===== config.mk =====
export PLATFORM = sky130hd
export DESIGN_NAME = alu_seq
export DESIGN_NICKNAME = d
export VERILOG_FILES = /design/src/rtl/alu_seq.sv
export SDC_FILE = /design/constraint.sdc
export NUM_CORES = 1
export LEC_CHECK = 0
export CAP_MARGIN = 20
export CORE_AREA = 5 5 111 113
export CTS_BUF_LIST = sky130_fd_sc_hd__clkbuf_16
export DETAILED_ROUTE_END_ITERATION = 12
export DIE_AREA = 0 0 116 118
export GPL_ROUTABILITY_DRIVEN = 0
export PLACE_DENSITY_LB_ADDON = 0.2
export SLEW_MARGIN = 5
export SYNTH_ARGS = -nofsm -noshare
export SYNTH_HDL_FRONTEND = slang
export SYNTH_SLANG_ARGS = --single-unit

===== constraint.sdc =====
create_clock -name clk -period 4 [get_ports clk]
set_input_delay 1.2 -clock clk [delete_from_list [all_inputs] [get_ports clk]]
set_output_delay 1.2 -clock clk [all_outputs]
set_load 0.02 [all_outputs]

===== src/rtl/alu_seq.sv =====
// alu_seq: handshaked ALU. Logic and add/sub ops finish in one cycle.
// Multiply (shift-add) and divide (restoring) are iterative and take WIDTH cycles.
// Ports:
//   clk, rst                       clock and sync active-high reset
//   in_valid/in_ready, op, operand_1, operand_2   request side
//   out_valid/out_ready, result, result_hi, flag_*  response side
module alu_seq #(
  parameter int WIDTH = 8
) (
  input  logic             clk,
  input  logic             rst,
  input  logic             in_valid,
  output logic             in_ready,
  input  logic [2:0]       op,
  input  logic [WIDTH-1:0] operand_1,
  input  logic [WIDTH-1:0] operand_2,
  output logic             out_valid,
  input  logic             out_ready,
  output logic [WIDTH-1:0] result,
  output logic [WIDTH-1:0] result_hi,
  output logic             flag_zero,
  output logic             flag_carry,
  output logic             flag_ovf,
  output logic             flag_dz
);

  localparam int CW = $clog2(WIDTH + 1);

  localparam logic [2:0] OP_PASS = 3'b000;
  localparam logic [2:0] OP_ADD  = 3'b001;
  localparam logic [2:0] OP_SUB  = 3'b010;
  localparam logic [2:0] OP_MUL  = 3'b011;
  localparam logic [2:0] OP_DIV  = 3'b100;
  localparam logic [2:0] OP_AND  = 3'b101;
  localparam logic [2:0] OP_OR   = 3'b110;
  localparam logic [2:0] OP_NOT  = 3'b111;

  typedef enum logic [1:0] {
    IDLE,
    BUSY,
    DONE
  } state_t;

  state_t             state;
  logic [CW-1:0]      cnt;
  logic               is_div;
  logic [WIDTH-1:0]   a_q;
  logic [WIDTH-1:0]   b_q;
  // mul: {high, low} partial product
  // div: {remainder, dividend/quotient shift reg}
  logic [2*WIDTH-1:0] acc;

  logic [WIDTH:0]     sum;
  logic [WIDTH:0]     diff;
  logic [WIDTH-1:0]   sc_res;
  logic [WIDTH-1:0]   sc_hi;
  logic               sc_c;
  logic               sc_v;
  logic               sc_dz;
  logic               is_long;

  always_comb begin
    sum    = {1'b0, operand_1} + {1'b0, operand_2};
    diff   = {1'b0, operand_1} - {1'b0, operand_2};
    sc_res = '0;
    sc_hi  = '0;
    sc_c   = 1'b0;
    sc_v   = 1'b0;
    sc_dz  = 1'b0;
    case (op)
      OP_PASS: sc_res = operand_1;
      OP_ADD: begin
        sc_res = sum[WIDTH-1:0];
        sc_c   = sum[WIDTH];
        sc_v   = (operand_1[WIDTH-1] == operand_2[WIDTH-1])
               && (sum[WIDTH-1] != operand_1[WIDTH-1]);
      end
      OP_SUB: begin
        sc_res = diff[WIDTH-1:0];
        // the extra top bit is set exactly when A < B
        sc_c   = diff[WIDTH];
        sc_v   = (operand_1[WIDTH-1] != operand_2[WIDTH-1])
               && (diff[WIDTH-1] != operand_1[WIDTH-1]);
      end
      OP_MUL: sc_res = '0;
      OP_DIV: begin
        sc_res = '1;
        sc_hi  = operand_1;
        sc_dz  = 1'b1;
      end
      OP_AND: sc_res = operand_1 & operand_2;
      OP_OR:  sc_res = operand_1 | operand_2;
      OP_NOT: sc_res = ~operand_1;
      default: sc_res = '0;
    endcase
    is_long = ((op == OP_MUL) || (op == OP_DIV))
            && (operand_2 != '0);
  end

  logic [WIDTH:0]     mul_sum;
  logic [2*WIDTH-1:0] mul_next;
  logic [WIDTH:0]     div_trial;
  logic               div_ge;
  logic [WIDTH-1:0]   div_rem;
  logic [2*WIDTH-1:0] div_next;
  logic [2*WIDTH-1:0] nxt;

  always_comb begin
    // add the multiplicand into the high half, then shift right
    mul_sum  = {1'b0, acc[2*WIDTH-1:WIDTH]}
             + (b_q[0] ? {1'b0, a_q} : '0);
    mul_next = {mul_sum, acc[WIDTH-1:1]};
    // bring down the next dividend bit and try subtracting B
    div_trial = {acc[2*WIDTH-1:WIDTH], acc[WIDTH-1]};
    div_ge    = div_trial >= {1'b0, b_q};
    div_rem   = div_ge ? WIDTH'(div_trial - {1'b0, b_q})
                       : div_trial[WIDTH-1:0];
    div_next  = {div_rem, acc[WIDTH-2:0], div_ge};
    nxt       = is_div ? div_next : mul_next;
  end

  always_ff @(posedge clk) begin
    if (rst) begin
      state      <= IDLE;
      cnt        <= '0;
      is_div     <= 1'b0;
      a_q        <= '0;
      b_q        <= '0;
      acc        <= '0;
      in_ready   <= 1'b1;
      out_valid  <= 1'b0;
      result     <= '0;
      result_hi  <= '0;
      flag_zero  <= 1'b0;
      flag_carry <= 1'b0;
      flag_ovf   <= 1'b0;
      flag_dz    <= 1'b0;
    end else begin
      case (state)
        IDLE: begin
          if (in_valid) begin
            in_ready <= 1'b0;
            if (is_long) begin
              a_q    <= operand_1;
              b_q    <= operand_2;
              is_div <= (op == OP_DIV);
              acc    <= (op == OP_DIV)
                      ? {{WIDTH{1'b0}}, operand_1} : '0;
              cnt    <= CW'(WIDTH);
              state  <= BUSY;
            end else begin
              result     <= sc_res;
              result_hi  <= sc_hi;
              flag_zero  <= (sc_res == '0);
              flag_carry <= sc_c;
              flag_ovf   <= sc_v;
              flag_dz    <= sc_dz;
              out_valid  <= 1'b1;
              state      <= DONE;
            end
          end
        end
        BUSY: begin
          acc <= nxt;
          cnt <= cnt - CW'(1);
          if (!is_div) b_q <= b_q >> 1;
          // last iteration: publish the freshly computed value
          if (cnt == CW'(1)) begin
            result     <= nxt[WIDTH-1:0];
            result_hi  <= nxt[2*WIDTH-1:WIDTH];
            flag_zero  <= (nxt[WIDTH-1:0] == '0);
            flag_carry <= !is_div
                       && (nxt[2*WIDTH-1:WIDTH] != '0);
            flag_ovf   <= 1'b0;
            flag_dz    <= 1'b0;
            out_valid  <= 1'b1;
            state      <= DONE;
          end
        end
        DONE: begin
          if (out_ready) begin
            out_valid  <= 1'b0;
            in_ready   <= 1'b1;
            result     <= '0;
            result_hi  <= '0;
            flag_zero  <= 1'b0;
            flag_carry <= 1'b0;
            flag_ovf   <= 1'b0;
            flag_dz    <= 1'b0;
            state      <= IDLE;
          end
        end
        default: state <= IDLE;
      endcase
    end
  end

endmodule


==> impl_metrics.toml <==
[cells_and_area]
final_util_pct = 54.9
synthToLayoutAreaGrowth_pct = 19.6
fin_nets = 790
drive_above_1_share_pct = 10.8
fillers = 1042
final_common_cell = "nor2_1"
layout_common_cells = "nor2_1, dfxtp_1, nand2_1, a21oi_1, ha_1"
diodes = 0
final_cells = 863

[synth]
ys.flop_type = "dfxtp_1"
yosysUniqueCellTypes = 79
synth-edff-count = 0
synthArstFlopShare_pct = 0
synth-seq-area-share_pct = 23.7
syn-cell-area_um2 = 5160
postSynthCellCount = 659
ys_ff_latch = 61
synthesis.nets = 732
avgSynthCellArea_um2 = 7.82
yosys_warnings = 0

[worst_setup_path]
r2r-start = "b_q[0]"
r2r_setup_slack_ns = 0.56
path_class = "in2reg"
critPathCaptureType = "register"
worstPathMaxFanout = 3
critical_path_arrival_ns = 3.90
start_kind = "input pin"
worstPathCellList = "clkdlybuf4s50_1 > inv_1 > ha_1 > fa_1 > nor2_1 > a211oi_1 > a31oi_1 > o21ai_0 > nand4_1 > or3_1 > nor3_1 > a41o_1"
slowest_stage = "clkdlybuf4s50_1"
slowest_delay_ns = 0.50
r2r_cells = 11
critical_path_required_ns = 4.26
cp-startpoint = "operand_1[0]"
r2r_end = "flag_carry"

[min_path]
hold_depth = 2
hp-start = "a_q[1]"
hold_class = "reg2reg"
whs_endpoint = "a_q[1]"

[routing]
drc_errors = 0
wl_um = 15800
ant_nets = 0
avgRoutedWirePerCell_um = 18.3
drt_first_pass_iters = 6
routed_via_density = 5.98
drt_iter0_drc = 532
num_vias = 5159

[clock_network]
cts_tree = "done"
hold_buffers = 0
cts_resized = 0
clk_pin_slew_ns = 0.05
clock_sinks = 61
cts-buffers-inserted = 9
cts_setup_buffers = 0
cts_root_buf = "clkbuf_16"
clockBufferDepth = 2
h-tree-depth = 3
worstSkewPairLatency_ns = 0.32

[timing]
worst_pin_slew_ns = 0.834
fin_crit_ns = 3.64
skew_ns = 0.00853
layout_worst_path_cycle_share_pct = 91.0
fmax_mhz = 275
setup_viol = 0
finalHoldViolCount = 0
fin_setup_tns_ns = 0
rsz0062_at_grt = "no"
slew_violations = 0
relSlewSlack_pct = 44.3

[global_route]
grt_max_degree = 40
grt_pass1_vias = 4888
antenna_found_initial = 0
grt_pass1_wl_um = 25400
grt_remaining_overflow = 0
grt_use_total_pct = 23.1

[floorplan]
die_w_um = 116
die_area_um2 = 13700
rows = 39
coreArea_um2 = 11200
io_pins = 45
die_y_um = 118
initial_core_util_pct = 45.9

[placement]
port_buffers = 44
dpl.cell_count = 848
dpl.hpwl_um = 12200

[power_and_ir_drop]
power_leakage_nw = 2.53
pwr_density_cell_nw_per_um2 = 355
peakVddDrop_mv = 0.304

[outcome]
status = "finished, final reports clean"

[run]
max_cap_violations = 0
[worst max-delay path by stage]
| stage | to | slack, ns | cells after the start |
|---|---|---|---|
| final | flag_zero | 0.36 | 12 |
| after CTS | flag_zero | 0.35 | 12 |
| after floorplan | result[5] | 0.75 | 11 |
| after detailed placement | flag_zero | 0.03 | 12 |
| after global routing | flag_zero | 0.14 | 12 |
| after global placement | flag_zero | 0.06 | 12 |
[worst max-delay path, delay by kind of cell]
| family | cells | cell delay (ns) |
|---|---|---|
| adder cells (fa/ha/maj) | 2 | 0.70 |
| AND/OR/NAND/NOR | 4 | 0.66 |
| buffers and inverters | 2 | 0.57 |
| AO/OA/AOI/OAI | 4 | 0.79 |
[per-stage QoR]
| stage | hold slack, ns | setup WS, ns | cell area (µm²) | total power [W] |
|---|---|---|---|---|
| finish | 0.451 | 0.359 | 6170 | 0.00219 |
| global route | 0.472 | 0.138 | 6170 | 0.00231 |
| CTS | 0.451 | 0.354 | 6140 | 0.00219 |
| detailed placement | 0.444 | 0.0339 | 5870 | 0.00146 |
| global placement | 0.443 | 0.0610 | 5870 | 0.00145 |
| floorplan | 0.432 | 0.747 | 5160 | 0.00121 |
[sequential cells by signal, summed over array words and instances, names as in the netlist, 2 cells and up]
signal and cells:
acc 16, a_q 8, b_q 8, result 8
result_hi 8, cnt 4, state 2
[metal layers]
layer | global-route usage (%) | share of wire, % | up-vias
met4 | 6.38 | 2.8 | 0
met5 | 0 | 0 | -
met2 | 37.2 | 47 | 194
met1 | 31.2 | 44 | 2428
li1 | - | - | 2499
met3 | 4.58 | 6.5 | 38
[power by group]
part           total (W)  switching (W)  internal (W)
Clock           0.000724       0.000258      0.000465
Sequential      0.000690      0.0000343      0.000656
Combinational   0.000774       0.000447      0.000327
[synth_stat cells (5+ instances only)]
cell type | number | area share, %
dfxtp_1 | 61 | 24
buf_6 | 5 | 1.1
nand3_1 | 20 | 1.9
a21o_1 | 8 | 1.2
xor2_1 | 5 | 0.85
nand2b_1 | 11 | 1.3
o21ai_0 | 25 | 2.4
a211oi_1 | 18 | 2.6
o211ai_1 | 5 | 0.73
nand2_1 | 52 | 3.8
a21oi_1 | 52 | 5.0
nor3_1 | 19 | 1.8
a22oi_1 | 16 | 2.3
buf_1 | 5 | 0.36
inv_1 | 43 | 3.1
buf_2 | 8 | 0.78
nor2b_1 | 8 | 0.97
o22ai_1 | 7 | 0.85
and2_1 | 11 | 1.3
xnor2_1 | 6 | 1.0
a31oi_1 | 10 | 1.2
a221oi_1 | 7 | 1.2
nor2_1 | 70 | 5.1
ha_1 | 46 | 11
mux2i_1 | 20 | 3.9
or3_1 | 9 | 1.1
clkbuf_1 | 19 | 1.4
and3_1 | 5 | 0.61
[logic make-up (layout without fill, tap and decap cells)]
| group | count (synthesis) | count (layout) | share of synthesized area, % |
|---|---|---|---|
| buffers and inverters | 85 | 146 | 7.64 |
| and+or+nand+nor | 232 | 232 | 22.5 |
| AOI/OAI and AO/OA | 195 | 195 | 26.4 |
| adders and majority gates | 50 | 50 | 12.7 |
| DFF | 61 | 61 | 23.7 |
| muxes | 25 | 25 | 5.19 |
| xor gates and xnor gates | 11 | 11 | 1.87 |
[area by class of cell]
type	instances	area, µm²	area share, %
multi-input cells	513	3540	57.4
clock inverters	5	45.0	0.731
flip-flops and latches	61	1220	19.8
repair buffers	89	793	12.9
inverters	43	161	2.62
clock buffers	9	225	3.65
well taps	143	179	2.90
Power figures use the tool's default switching activity.
==> RTL edit 1 (config.mk and constraints unchanged) <==
Set the parameter `WIDTH` to 4 (it was 8).
--- a/src/rtl/alu_seq.sv
+++ b/src/rtl/alu_seq.sv
@@ -7,3 +7,3 @@
 module alu_seq #(
-  parameter int WIDTH = 8
+  parameter int WIDTH = 4
 ) (
Interface: changed (resized operand_1, operand_2, result and result_hi); port bits go from 45 to 29. The function was not compared with the original's and may differ.
==> RTL edit 1 against the original RTL <==
  * Wire length fell by 47%
  * Setup slack improved by 0.087 ns
  * Sequential cell count shrank 25
  * Area after synthesis shrank 45%
  * Total power is 44% lower
  * Fmax increased by 2.4%
  * Cell area decreased by 44%
  * Clock power down 47%
  * Critical endpoint unchanged
  * Highest routed layer unchanged
==> RTL edit 1: results <==
# TYPE chip_impl_metric gauge
chip_impl_info{name="run_status",value="finished, final reports clean"} 1
chip_impl_metric{name="worst_r2r_path_cells",unit=""} 8
chip_impl_metric{name="largest_register_ff_count",unit=""} 8
chip_impl_info{name="cp_top_family",value="adder cells"} 1
chip_impl_metric{name="postLayoutCoreUtil",unit=""} 0.310
chip_impl_info{name="crit_slowest_cell",value="or4b_1"} 1
chip_impl_metric{name="dpl.hpwl",unit="um"} 6560
chip_impl_metric{name="critical-path-max-stage-delay",unit="ns"} 0.53
chip_impl_metric{name="grt_max_degree",unit=""} 37
chip_impl_metric{name="drive_above_1_share",unit=""} 0.0984
chip_impl_metric{name="first_pass_iters",unit=""} 4
chip_impl_metric{name="syn-num-nets",unit=""} 398
chip_impl_info{name="regToRegStartpoint",value="b_q[3]"} 1
chip_impl_metric{name="timing.critical_path.arrival",unit="ns"} 3.74
chip_impl_metric{name="port_buffers",unit=""} 28
chip_impl_metric{name="worstSkewPairLatency",unit="ns"} 0.29
chip_impl_metric{name="num-fill-cells",unit=""} 1227
chip_impl_metric{name="p_leak",unit="nW"} 1.39
chip_impl_metric{name="grt.total_usage",unit=""} 0.128
chip_impl_metric{name="finalWirelength",unit="um"} 8390
chip_impl_metric{name="p_int",unit="mW"} 0.807
chip_impl_metric{name="post_drt_via_cell_ratio",unit=""} 4.99
chip_impl_info{name="synth.cells.most_frequent",value="nor2_1 (44), dfxtp_1 (36), a21oi_1 (31)"} 1
chip_impl_metric{name="design.final.nets",unit=""} 430
chip_impl_info{name="regToRegEndpoint",value="flag_carry"} 1
chip_impl_metric{name="tritoncts.num_buffers",unit=""} 5
chip_impl_metric{name="critical_path.max_fanout",unit=""} 4
chip_impl_metric{name="numPlacedInstances",unit=""} 521
chip_impl_metric{name="grt_pass1_wl",unit="um"} 14000
chip_impl_metric{name="seq_area_frac_synth",unit=""} 0.254
chip_impl_metric{name="syn-instance-count",unit=""} 353
chip_impl_metric{name="vdd_ir_drop_max",unit="V"} 0.000187
chip_impl_info{name="synth.top_cells.by_area",value="dfxtp_1 (25%), ha_1 (11%), nor2_1 (5.8%)"} 1
chip_impl_metric{name="htree_levels",unit=""} 2
chip_impl_metric{name="clock-skew-final",unit="ns"} 0.00723
chip_impl_metric{name="grt_pass1_vias",unit=""} 2694
chip_impl_metric{name="worst_slew_pin_slew",unit="ns"} 0.834
chip_impl_info{name="worstHoldStart",value="flag_dz"} 1
chip_impl_metric{name="synth_cell_types",unit=""} 67
chip_impl_metric{name="reg2reg_setup_slack",unit="ns"} 1.37
chip_impl_metric{name="routed-via-count",unit=""} 2640
chip_impl_metric{name="initialDrtViolationCount",unit=""} 148
RTL edit 1: kinds of logic (layout without fill, tap and decap cells):
kind of cell / after synthesis / in the layout / share of synthesized area
compound gates: 113 / 113 / 0.276
xor+xnor: 4 / 4 / 0.0124
fa+ha+maj: 30 / 30 / 0.143
buf+inv: 42 / 75 / 0.0618
flops: 36 / 36 / 0.254
mux: 11 / 11 / 0.0441
simple gates: 117 / 117 / 0.209
RTL edit 1: how the worst min path moves through the flow:
stage                to  slack [ns]  cells after the start
2_1_floorplan    a_q[3]        0.45                      2
3_3_place_gp    flag_dz        0.45                      2
4_1_cts        flag_ovf        0.46                      2
3_5_place_dp   flag_ovf        0.45                      2
6_report        flag_dz        0.46                      2
5_1_grt        flag_ovf        0.48                      2
RTL edit 1: worst register-to-register path, cell delays in order (launching register included):
cell	delay, ns
dfxtp_1	0.36
inv_1	0.08
ha_1	0.23
or4_1	0.57
a21o_1	0.25
a21boi_1	0.31
o32ai_1	0.15
a311oi_1	0.40
a211oi_1	0.15
RTL edit 1: routing by layer:
metal  GRT usage  up-vias  part of all wire  wire length [um]
li1            -     1355                 -                 -
met1       0.170     1234              0.48              4030
met2       0.207       40              0.47              3970
met3      0.0252       11             0.030               250
met4      0.0355        0             0.017               144
met5           0        -                 0                 0
RTL edit 1: cell type report:
type	count	share of cell area
clock buffer	5	0.0360
clock inverter	3	0.00431
inverter	21	0.0227
multi-input combinational	275	0.559
sequential	36	0.207
tap	143	0.0514
timing repair buffer	46	0.119
RTL edit 1: metrics by stage:
step | instance area, um2 | setup slack, ns
4_1_cts | 3480 | 0.438
2_1_floorplan | 2840 | 0.794
3_5_place_dp | 3340 | 0.172
5_1_grt | 3480 | 0.254
3_3_place_gp | 3340 | 0.187
6_report | 3480 | 0.446
RTL edit 1: power by group through the flow:
stage                     combinational (mW)  clock (mW)  sequential [mW]
after detailed placement               0.435           0            0.428
after global routing                   0.479       0.407            0.424
after CTS                              0.438       0.392            0.420
after floorplan                        0.249           0            0.455
final                                  0.433       0.382            0.419
after global placement                 0.437           0            0.427
==> RTL edit 2 (config.mk and constraints unchanged) <==
Made on the original files. Encoding of `state_t`: now one-hot (3 bits for 3 states).
--- a/src/rtl/alu_seq.sv
+++ b/src/rtl/alu_seq.sv
@@ -37,6 +37,6 @@
 
-  typedef enum logic [1:0] {
-    IDLE,
-    BUSY,
-    DONE
+  typedef enum logic [2:0] {
+    IDLE = 3'b001,
+    BUSY = 3'b010,
+    DONE = 3'b100
   } state_t;
Formal check against the unedited RTL: no difference found for any inputs over 4 cycles, from zero or initial values and one cycle with rst high; so few cycles prove little.
==> RTL edit 2 against the original RTL <==
  * Cell area shrank 2.3%
  * Core utilization shrank 1.3 points
  * Cell count down 0.81%
  * Clock skew is 0.0010 ns higher
  * Wire length is 0.72% lower
  * Setup slack lost 0.064 ns
  * Sequential power up 3.2%
  * Total power grew 0.10%
  * Sequential cell count grew 1
  * Synthesized cell count decreased by 1.8%
  * Area after synthesis shrank 4.3%
  * Fmax shrank 1.7%
  * Highest routed layer unchanged
==> RTL edit 2: results <==
# TYPE chip_impl_metric gauge
chip_impl_metric{name="clock-skew-final",unit="ns"} 0.00956
chip_impl_metric{name="reg2reg_setup_slack",unit="ns"} 0.81
chip_impl_metric{name="numPlacedInstances",unit=""} 840
chip_impl_metric{name="grt_max_degree",unit=""} 43
chip_impl_metric{name="syn-instance-count",unit=""} 647
chip_impl_metric{name="post_layout_nonfiller_instances",unit=""} 856
chip_impl_metric{name="p_leak",unit="nW"} 2.42
chip_impl_metric{name="worst_slew_margin",unit=""} 0.378
chip_impl_metric{name="postPlaceCellArea",unit="um2"} 5720
chip_impl_metric{name="met2_length",unit="um"} 7350
chip_impl_metric{name="drive_above_1_share",unit=""} 0.109
chip_impl_metric{name="routedLengthMet1",unit="um"} 6790
chip_impl_metric{name="grt_pass1_wl",unit="um"} 25500
chip_impl_metric{name="met3RoutedLength",unit="um"} 989
chip_impl_metric{name="timing.critical_path.arrival",unit="ns"} 3.95
chip_impl_metric{name="vdd_ir_drop_max",unit="V"} 0.000254
chip_impl_metric{name="seq_area_frac_synth",unit=""} 0.251
chip_impl_metric{name="first_pass_iters",unit=""} 5
chip_impl_metric{name="design.final.nets",unit=""} 777
chip_impl_metric{name="finalWirelength",unit="um"} 15700
chip_impl_metric{name="routed-via-count",unit=""} 5175
chip_impl_metric{name="grt.met1_usage",unit=""} 0.298
chip_impl_metric{name="syn-num-nets",unit=""} 716
chip_impl_info{name="synth.cells.most_frequent",value="nand2_1 (76), dfxtp_1 (62), a21oi_1 (56)"} 1
chip_impl_info{name="run_status",value="finished, final reports clean"} 1
chip_impl_info{name="synth.top_cells.by_area",value="dfxtp_1 (25%), ha_1 (11%), nand2_1 (5.8%)"} 1
## RTL edit 2: power by group
group | internal [mW] | leakage, nW | switching (mW)
clock | 0.483 | 0.142 | 0.302
sequential | 0.675 | 0.505 | 0.0373
combinational | 0.298 | 1.77 | 0.394
total | 1.46 | 2.42 | 0.734
## RTL edit 2: cells by family (layout without fill, tap and decap cells)
| family | count (synthesis) | count (layout) | synth area share |
|---|---|---|---|
| XOR/XNOR | 16 | 16 | 0.0284 |
| flip-flops | 62 | 62 | 0.251 |
| AO/OA/AOI/OAI | 222 | 222 | 0.306 |
| buffers and inverters | 77 | 143 | 0.0636 |
| multiplexers | 8 | 8 | 0.0170 |
| AND/OR/NAND/NOR | 216 | 216 | 0.211 |
| adder cells (fa/ha/maj) | 46 | 46 | 0.123 |
## RTL edit 2: per-stage QoR
step,total power [mW],setup WS [ns]
after global routing,2.30,0.158
after detailed placement,1.41,-0.0255
final,2.19,0.295
after CTS,2.19,0.311
after global placement,1.40,0.0517
after floorplan,1.15,0.749
## RTL edit 2: layout make-up
type	count	area share
sequential	62	0.206
clock buffer	9	0.0374
clock inverter	7	0.0121
timing repair buffer	85	0.126
multi-input combinational	508	0.562
inverter	42	0.0262
tap	143	0.0297
## RTL edit 2: worst min-delay path, delay by kind of cell, from the launching register on
kind             cells  cell delay, ns
flip-flops           1            0.30
AND/OR/NAND/NOR      1            0.05
AO/OA/AOI/OAI        1            0.05
## RTL edit 2: how the worst max path moves through the flow
stage | cells after the start | to
final | 11 | flag_zero
after global routing | 11 | flag_carry
after CTS | 11 | flag_zero
after detailed placement | 11 | flag_zero
after global placement | 11 | flag_zero
after floorplan | 10 | flag_carry
